[config.mk]
export PLATFORM = sky130hd
export DESIGN_NAME = pc_sequencer
export DESIGN_NICKNAME = d
export VERILOG_FILES = /design/src/rtl/pc_sequencer.sv
export SDC_FILE = /design/constraint.sdc
export NUM_CORES = 1
export LEC_CHECK = 0
export ABC_AREA = 0
export CORE_ASPECT_RATIO = 1.25
export CORE_MARGIN = 2
export CORE_UTILIZATION = 50
export DETAILED_ROUTE_END_ITERATION = 10
export DONT_BUFFER_PORTS = 1
export GPL_TIMING_DRIVEN = 1
export PLACE_DENSITY_LB_ADDON = 0.12
export SYNTH_ARGS = -nofsm -noshare
export SYNTH_HDL_FRONTEND = slang
export SYNTH_SLANG_ARGS = --single-unit
[constraint.sdc]
create_clock -name clk -period 3.2 [get_ports clk]
set_input_delay 0.16 -clock clk [delete_from_list [all_inputs] [get_ports clk]]
set_output_delay 0.16 -clock clk [all_outputs]
set_load 0.01 [all_outputs]
[src/rtl/pc_sequencer.sv]
// Multicycle control FSM for the RV32I core: sequences fetch/exec/mem/writeback over one shared
// memory port and steers the PC so it advances exactly once per retired instruction.
module pc_sequencer #(
   parameter int unsigned TIMEOUT = 255
) (
   input  logic        clk,
   input  logic        clr,
   input  logic        mem_busy,
   input  logic        mem_ack,
   input  logic [31:0] mem_rdata,
   input  logic        is_load,
   input  logic        is_store,
   input  logic        is_jal,
   input  logic        is_jalr,
   input  logic        branch_taken,
   input  logic        writes_rd,
   input  logic        halt,
   output logic [31:0] instr,
   output logic        mem_read,
   output logic        mem_write,
   output logic        mem_sel,
   output logic        pc_inc,
   output logic        pc_load,
   output logic        pc_alu,
   output logic        pc_disable,
   output logic        rf_we,
   output logic        fault
);

   localparam logic [7:0] TimeoutCnt = 8'(TIMEOUT);

   typedef enum logic [2:0] {
      StFetchReq,
      StFetchWait,
      StExec,
      StMemReq,
      StMemWait,
      StWb,
      StHalt,
      StFault
   } state_t;

   state_t      state_q, state_d;
   logic [7:0]  cnt_q, cnt_d;
   logic [31:0] instr_q, instr_d;
   logic        load_q, store_q, jal_q, jalr_q, br_q, wrd_q;
   logic        load_d, store_d, jal_d, jalr_d, br_d, wrd_d;

   logic mem_read_d, mem_write_d, mem_sel_d, pc_inc_d, pc_load_d, pc_alu_d;
   logic pc_disable_d, rf_we_d, fault_d, wb_d;

   always_comb begin
      state_d = state_q;
      cnt_d   = cnt_q;
      instr_d = instr_q;
      load_d  = load_q;
      store_d = store_q;
      jal_d   = jal_q;
      jalr_d  = jalr_q;
      br_d    = br_q;
      wrd_d   = wrd_q;
      unique case (state_q)
         StFetchReq: begin
            if (!mem_busy) begin
               state_d = StFetchWait;
               cnt_d   = 8'd0;
            end
         end
         StFetchWait: begin
            // ack has priority over an expiring counter
            if (mem_ack) begin
               instr_d = mem_rdata;
               state_d = StExec;
            end else if (cnt_q == TimeoutCnt) begin
               state_d = StFault;
            end else begin
               cnt_d = cnt_q + 8'd1;
            end
         end
         StExec: begin
            load_d  = is_load;
            // a load+store decode is treated as a load, so the store flag is dropped
            store_d = is_store & ~is_load;
            jal_d   = is_jal;
            jalr_d  = is_jalr;
            br_d    = branch_taken;
            wrd_d   = writes_rd;
            if (halt) begin
               state_d = StHalt;
            end else if (is_load || is_store) begin
               state_d = StMemReq;
            end else begin
               state_d = StWb;
            end
         end
         StMemReq: begin
            if (!mem_busy) begin
               state_d = StMemWait;
               cnt_d   = 8'd0;
            end
         end
         StMemWait: begin
            if (mem_ack) begin
               state_d = StWb;
            end else if (cnt_q == TimeoutCnt) begin
               state_d = StFault;
            end else begin
               cnt_d = cnt_q + 8'd1;
            end
         end
         StWb:    state_d = StFetchReq;
         StHalt:  state_d = StHalt;
         StFault: state_d = StFault;
         default: state_d = StFetchReq;
      endcase
   end

   // Outputs are decoded from the next state so the registered copies match a Moore decode.
   always_comb begin
      wb_d         = (state_d == StWb);
      mem_read_d   = (state_d == StFetchReq) | ((state_d == StMemReq) & load_d);
      mem_write_d  = (state_d == StMemReq) & store_d & ~load_d;
      mem_sel_d    = (state_d == StMemReq) | (state_d == StMemWait);
      pc_disable_d = ~wb_d;
      pc_load_d    = wb_d & jalr_d;
      pc_alu_d     = wb_d & ~jalr_d & (jal_d | br_d);
      pc_inc_d     = wb_d & ~jalr_d & ~jal_d & ~br_d;
      rf_we_d      = wb_d & wrd_d & ~store_d;
      fault_d      = (state_d == StFault);
   end

   always_ff @(posedge clk) begin
      if (clr) begin
         state_q    <= StFetchReq;
         cnt_q      <= 8'd0;
         instr_q    <= 32'd0;
         load_q     <= 1'b0;
         store_q    <= 1'b0;
         jal_q      <= 1'b0;
         jalr_q     <= 1'b0;
         br_q       <= 1'b0;
         wrd_q      <= 1'b0;
         mem_read   <= 1'b1;
         mem_write  <= 1'b0;
         mem_sel    <= 1'b0;
         pc_inc     <= 1'b0;
         pc_load    <= 1'b0;
         pc_alu     <= 1'b0;
         pc_disable <= 1'b1;
         rf_we      <= 1'b0;
         fault      <= 1'b0;
      end else begin
         state_q    <= state_d;
         cnt_q      <= cnt_d;
         instr_q    <= instr_d;
         load_q     <= load_d;
         store_q    <= store_d;
         jal_q      <= jal_d;
         jalr_q     <= jalr_d;
         br_q       <= br_d;
         wrd_q      <= wrd_d;
         mem_read   <= mem_read_d;
         mem_write  <= mem_write_d;
         mem_sel    <= mem_sel_d;
         pc_inc     <= pc_inc_d;
         pc_load    <= pc_load_d;
         pc_alu     <= pc_alu_d;
         pc_disable <= pc_disable_d;
         rf_we      <= rf_we_d;
         fault      <= fault_d;
      end
   end

   assign instr = instr_q;

endmodule

=== Word-level counts from Yosys, hierarchy flattened ===
Index checks and enable logic that the tools add are counted.

* Add/sub/neg operators: 1
* Eq/ne operators: 15
* Multiplexer cells: 18
* Bitwise logic cells: 21
* Reductions and logical operators: 8

{| class="wikitable"
|+ Operators with widths
! operator !! count
|-
| two-way mux 8 bit || 3
|-
| one-hot mux 3 bit (8 select lines) || 1
|-
| == test 3 bit (second input constant) || 7
|-
| two-way mux 3 bit || 7
|-
| one-hot mux 8 bit (2 select lines) || 1
|-
| bitwise AND 1 bit || 11
|-
| == test 3 x 2 -> 1 bit (second input constant) || 3
|-
| adder 8 x 1 -> 8 bit (second input constant) || 1
|-
| == test 8 bit (second input constant) || 1
|-
| NOT 1 bit || 7
|-
| logical NOT 3 bit || 2
|-
| two-way mux 1 bit || 6
|-
| != test 2 bit (second input constant) || 3
|-
| AND reduction 4 bit || 1
|-
| OR reduction 2 bit || 2
|-
| == test 3 x 1 -> 1 bit (second input constant) || 1
|-
| OR 1 bit || 3
|-
| AND reduction 2 bit || 1
|-
| nonzero test 2 bit || 1
|-
| logical OR 1 bit || 1
|}

* Flip-flop bits (word level): 58
* Input bits: 43
* Output and inout port bits: 41
* Logic and storage cells: 81

=== Logic depth before layout (Yosys ltp) ===
Gate-level depths: netlist of run 1.

* Depth in word-level cells: 8
* Gate-level depth with buffers: 7
* Gate-level depth less buffers: 6

=== Least setup slack after synthesis of run 1 ===
OpenSTA, ideal clock, no wires.

* Path type: register to register
* Start point: register cnt_q[0]
* End point: register cnt_q[1]
* Setup time: 70 ps
* Data arrival time: 1879 ps
* Data required time: 3130 ps
* Slack: 1251 ps
* Cell stages (with the launch flop): 7
* Buffers on the path: 0
* Clock period less this slack: 1949 ps
* Cells stage by stage: dfxtp_1 -> ha_1 -> and3_4 -> a2111oi_4 -> nor2_2 -> or4b_1 -> a21oi_1

* Cells in the longest elaborated chain, start to end: 4
* Elaborated cells between the ends (all ways): 7
* Classes of those cells: add/sub: 1; eq/ne: 2; mux: 3; reduce/logical: 1

{| class="wikitable"
|+ RTL lines
! element !! line !! source
|-
| from (decl) || 44 || <nowiki>logic [7:0] cnt_q, cnt_d;</nowiki>
|-
| from (signal assigned) || 154 || <nowiki>cnt_q <= cnt_d;</nowiki>
|-
| adder 8 x 1 -> 8 bit || 77, 108 ||
|-
| two-way mux 8 bit || 74, 105 ||
|-
| two-way mux 8 bit || 71 || <nowiki>if (mem_ack) begin</nowiki>
|-
| one-hot mux 8 bit (2 select lines) || 62 || <nowiki>unique case (state_q)</nowiki>
|}

Several ways; a longest one is shown, not always the timed one. The select of a mux whose other input is x is not followed.
A chain may end at the register's enable or synchronous reset.

=== Worst setup path in the final report of run 1 ===
* Start point: register state_q[0]
* End point: register instr_q[28] (netlist: instr[28])

* Cells in the longest elaborated chain, start to end: 2

{| class="wikitable"
|+ RTL lines
! element !! line !! source
|-
| from (decl) || 43 || <nowiki>state_t state_q, state_d;</nowiki>
|-
| from (signal assigned) || 134 || <nowiki>state_q <= StFetchReq;</nowiki>
|-
| from (signal assigned) || 153 || <nowiki>state_q <= state_d;</nowiki>
|-
| == test 3 x 1 -> 1 bit || 62 ||
|-
| AND reduction 2 bit (no line) || - ||
|-
| to (signal assigned) || 155 || <nowiki>instr_q <= instr_d;</nowiki>
|-
| to (decl) || 45 || <nowiki>logic [31:0] instr_q, instr_d;</nowiki>
|}

No other way between the ends.

==> out/metrics.yaml, run 1 <==
finish:
  final_core_util_pct: 66.6
  multi_input_area_um2: 1100
  diodes: 0
  finalNonFillerCells: 372
  ff_latch_area_um2: 1160
  fin_nets: 353
  num-fill-cells: 362
  layout-drive-gt1-share_pct: 9.24
  final_cell_area_um2: 2970
  syn_to_final_growth_pct: 25.9
placement:
  io_buffers: 0
  hpwlAfterDp_um: 3250
  dp_cells: 320
  place_congestion: 0.814
  placed_area_um2: 2360
timing:
  skew_ns: 0.00660
  max_freq_mhz: 419
  setup_viol: 0
  finalMaxSlewViolations: 0
  finalHoldViolCount: 0
  worst_pin_slew_ns: 0.547
  timing.setup.tns_ns: 0
  finalCritPeriodShare_pct: 74.5
  rsz0062_at_grt: "false"
  relSlewSlack_pct: 63.3
  holdWs_ns: 0.0228
  fin_crit_ns: 2.38
drt:
  postRouteAntennaNets: 0
  dr.pass1.iters: 4
  drc: 0
  viasPerCell: 5.49
  wire_per_inst_um: 15.0
  drt_iter0_markers: 166
  vias: 2044
  wirelength_um: 5580
global_routing:
  antenna_found_initial: 0
  grt_pass1_wl_um: 9040
  grt_pass1_vias: 1913
  overflow: 0
  grt_usage_pct: 22.5
  grt_start_max_net_pins: 47
floorplanning:
  io_pins: 84
  start_util_pct: 52.9
  fp.dieH_um: 80.8
  core_area_um2: 4460
  rows: 27
  dieArea_um2: 5290
  die_w_um: 65.4
synth:
  yosys.area.top_type_share_pct: 49.2
  yosysSeqAreaShare_pct: 49.2
  synth_fp_nets: 323
  synth_edf_count: 0
  ys_seq_elements: 58
  synth_warnings: 0
  async_flop_share_pct: 0
  ys_top_cells_by_area: "dfxtp_1, nand2_1, a21oi_1"
  synth_cells: 279
  syn_avg_cell_area_um2: 8.46
  synth_flop_cell: "dfxtp_1"
  yosysTopAreaCell: "dfxtp_1"
  synth_area_um2: 2360
  yosysUniqueCellTypes: 42
clock_network:
  cts_root_buf: "clkbuf_8"
  cts_buffers: 9
  clock_latency_ns: 0.33
  clkSinkCount: 58
  cts.clk_slew.worst_paths_ns: 0.07
  clk_path_buf_depth: 2
  cts_tree: "done"
  cts_max_level: 3
  post-cts-setup-buffers: 0
min_path:
  hold_path_class: "input pin to flip-flop"
critical_path:
  cp_slowest_cell: "dfxtp_1"
  crit_fanout: 32
  crit_path_max_incr_delay_ns: 0.66
  cp_top_family: "buffers and inverters"
  required_ns: 3.48
  crit_buf_inv: 2
  cp-start-kind: "flip-flop"
  crit_chain: "nor3b_1 -> and2_1 -> buf_4 -> nand2_1 -> a21oi_1 -> dlygate4sd3_1"
  critPathKind: "flip-flop to flip-flop"
  cp-end-kind: "flip-flop"
  worstPathArrival_ns: 2.66
power:
  peakVddDrop_v: 0.000345
  power_density_nw_per_um2: 666
  p_leak_uw: 0.00109
outcome:
  status: "finished clean"
flow_run:
  max-cap-violations: 0
[stage by stage]
stage	worst slack, ns	power [µW]
2_1_floorplan	1.25	1110
4_1_cts	0.812	1990
6_report	0.815	1980
5_1_grt	0.586	2070
3_3_place_gp	1.05	1150
3_5_place_dp	0.967	1150
[worst paths after layout]
check,startpoint,to,slack [ns],depth (start not counted)
setup / recovery,state_q[0],instr[28],0.82,6
hold / removal,is_load,load_q,0.02,2
setup reg to reg,state_q[0],instr[28],0.82,6
hold reg to reg,cnt_q[1],cnt_q[1],0.48,2
[registers in the layout (all words and copies together), names as in the netlist]
name / count
pc_load: 1
mem_sel: 1
br_q: 1
instr: 32
cnt_q: 8
pc_inc: 1
mem_read: 1
store_q: 1
pc_disable: 1
pc_alu: 1
state_q: 3
fault: 1
mem_write: 1
wrd_q: 1
rf_we: 1
jal_q: 1
load_q: 1
jalr_q: 1
[cell usage in the layout (no fill, tap or decap), drive strengths merged, types with 2 or more instances in the layout]
master        n
buf           3
o21ai         4
o211a         2
o2111ai       3
nor2b         2
mux2i         3
dfxtp        58
dlygate4sd3  35
nor3          6
and2          2
nor3b         7
and3          4
o211ai        5
a21oi        41
inv           4
nor2         15
a31oi         2
o22ai         3
or3b          2
nand3         3
nand2        73
clkbuf       12
bufinv        2
xor2          8
[per-layer routing]
metal / share of wire (%) / up-vias / routed length [µm] / GRT usage, %
li1: - / 1005 / - / -
met1: 41 / 934 / 2300 / 27.0
met2: 47 / 95 / 2650 / 35.9
met3: 9.7 / 10 / 543 / 9.56
met4: 1.5 / 0 / 86 / 8.13
met5: 0 / - / 0 / 0
[kinds of logic after synthesis]
family                     Yosys count  synth area share [%]
AOI/OAI and AO/OA                   65                  17.3
xor gates and xnor gates             9                  3.34
adders and majority gates            1                 0.530
buffers and inverters               23                  4.19
DFF                                 58                  49.2
muxes                                3                  1.27
and+or+nand+nor                    120                  24.1
[cells in the mapped netlist (all sizes together), types with 2 or more instances]
master	n
dfxtp	58
nor2	15
a31oi	2
o211a	2
o21ai	4
mux2i	3
nand3	3
a21oi	41
and2	2
xor2	8
o2111ai	3
and3	4
or3b	2
inv	4
clkbuf	13
nor3b	7
nor3	6
o22ai	3
o211ai	5
nor2b	2
buf	6
nand2	73
[what timing repair did]
| action | in CTS | in global routing |
|---|---|---|
| resized for setup | 0 | 0 |
| endpoints found under the hold margin | 46 | 0 |
| hold buffers | 36 | 0 |
[area by class of cell]
type,instances,share of cell area (%)
timing repair buffer,38,13.0
inverter,4,0.505
multi-input combinational,198,37.0
tap,58,2.44
sequential,58,39.1
clock inverter,4,2.44
clock buffer,12,5.56
[where the power goes]
part | internal [µW] | total [µW] | switching, µW
Clock | 501 | 791 | 290
Sequential | 782 | 865 | 82.7
Combinational | 142 | 322 | 180
Total | 1430 | 1980 | 553
(Power assumes the default switching activity.)
==> run 2, diff against run 1 <==
Clock period 3.2 ns to 2 ns, I/O delays scaled along.
==> out/metrics.yaml, run 2 (synthesis gave the netlist of run 1 again) <==
timing:
  setup_viol: 0
  finalMaxSlewViolations: 0
  max_freq_mhz: 536
  relSlewSlack_pct: 67.9
  finalCritPeriodShare_pct: 93.4
  final.setup.worst_slack_ns: 0.133
  rsz0062_at_grt: "false"
  finalHoldViolCount: 0
  timing.setup.tns_ns: 0
  skew_ns: 0.00579
  fin_crit_ns: 1.87
  worst_pin_slew_ns: 0.478
critical_path:
  required_ns: 2.27
  critPathKind: "flip-flop to flip-flop"
  crit_fanout: 4
  crit_path_max_incr_delay_ns: 0.47
  cp-end-kind: "flip-flop"
  crit_chain: "ha_1 -> and3_4 -> a2111oi_4 -> nor2_2 -> or4b_1 -> a21oi_1"
  cp_slowest_cell: "or4b_1"
  cp-start-kind: "flip-flop"
  worstPathArrival_ns: 2.13
flow_run:
  max-cap-violations: 0
global_routing:
  grt_pass1_vias: 2086
  overflow: 0
  grt_start_max_net_pins: 47
  grt_usage_pct: 22.3
  antenna_found_initial: 0
  grt_pass1_wl_um: 8960
drt:
  drc: 0
  wirelength_um: 5440
  viasPerCell: 5.30
  vias: 2040
  drt_iter0_markers: 100
  postRouteAntennaNets: 0
  dr.pass1.iters: 4
  wire_per_inst_um: 14.1
power:
  p_leak_uw: 0.00113
  power_density_nw_per_um2: 975
  peakVddDrop_v: 0.000528
finish:
  multi_input_area_um2: 1100
  most-common-layout-cells: "nand2_1, dfxtp_1, a21oi_1"
  final_common_cell: "nand2_1"
  num-fill-cells: 369
  layout-drive-gt1-share_pct: 12.5
  diodes: 0
  fin_nets: 366
  syn_to_final_growth_pct: 28.5
  largest_reg_flops: 32
  ff_latch_area_um2: 1160
clock_network:
  cts_max_level: 3
  clkSinkCount: 58
  cts.clk_slew.worst_paths_ns: 0.06
  clk_path_buf_depth: 2
  post-cts-setup-buffers: 0
  cts_buffers: 9
  cts_tree: "done"
  cts_root_buf: "clkbuf_8"
  clock_latency_ns: 0.33
floorplanning:
  rows: 27
  io_pins: 84
  start_util_pct: 52.9
  fp.dieH_um: 80.8
  die_w_um: 65.4
  dieArea_um2: 5290
  core_area_um2: 4460
placement:
  hpwlAfterDp_um: 3400
  io_buffers: 0
  dp_slack_ns: 0.0978
  place_congestion: 0.840
outcome:
  status: "finished clean"
min_path:
  hold_path_class: "input pin to flip-flop"
-- run 2: cell type report --
type | count | share of cell area (%)
inverters | 4 | 0.495
clock inverters | 4 | 0.825
repair buffers | 51 | 16.1
flip-flops and latches | 58 | 38.3
multi-input cells | 198 | 36.4
clock buffers | 12 | 5.45
well taps | 58 | 2.39
-- run 2: what timing repair did --
item                                    4_1_cts  5_1_grt
hold buffers                                 38        0
resized for setup                             0        1
endpoints found under the setup margin        0        2
hold endpoints to repair                     47        0
-- run 2: layer usage --
layer	global-route usage, %	vias to the layer above	wire [µm]
li1	-	1033	-
met1	25.3	932	2260
met2	36.9	67	2680
met3	9.28	8	419
met4	9.58	0	82
met5	0	-	0
-- run 2: metrics by stage --
| step | std cells | hold WS (ns) | utilization, % | instance area [µm²] | total power [µW] |
|---|---|---|---|---|---|
| floorplan | 279 | 0.236 | - | 2360 | 1780 |
| global placement | 331 | 0.174 | 54.9 | 2450 | 1890 |
| detailed placement | 331 | 0.176 | 54.9 | 2450 | 1890 |
| finish | 385 | 0.0361 | 68.0 | 3030 | 2960 |
| global route | 385 | 0.0410 | 68.0 | 3030 | 3110 |
| CTS | 385 | 0.0278 | 67.9 | 3030 | 2970 |
-- run 2: path summary, 6_finish.rpt --
kind | start | to | slack (ns) | depth (start not counted)
max | cnt_q[0] | cnt_q[1] | 0.13 | 6
min | clr | cnt_q[3] | 0.04 | 2
max reg2reg | cnt_q[0] | cnt_q[1] | 0.13 | 6
min reg2reg | wrd_q | wrd_q | 0.47 | 2
-- run 2: worst max-delay path: cells and delay by family, from the launching register on --
| family | cells | cell delay [ns] |
|---|---|---|
| fa+ha+maj | 1 | 0.24 |
| simple gates | 3 | 0.76 |
| flops | 1 | 0.33 |
| compound gates | 2 | 0.46 |
-- run 2: where the power goes --
part           switching [µW]  internal (µW)
sequential                104           1250
clock                     455            546
combinational             323            276
total                     882           2070
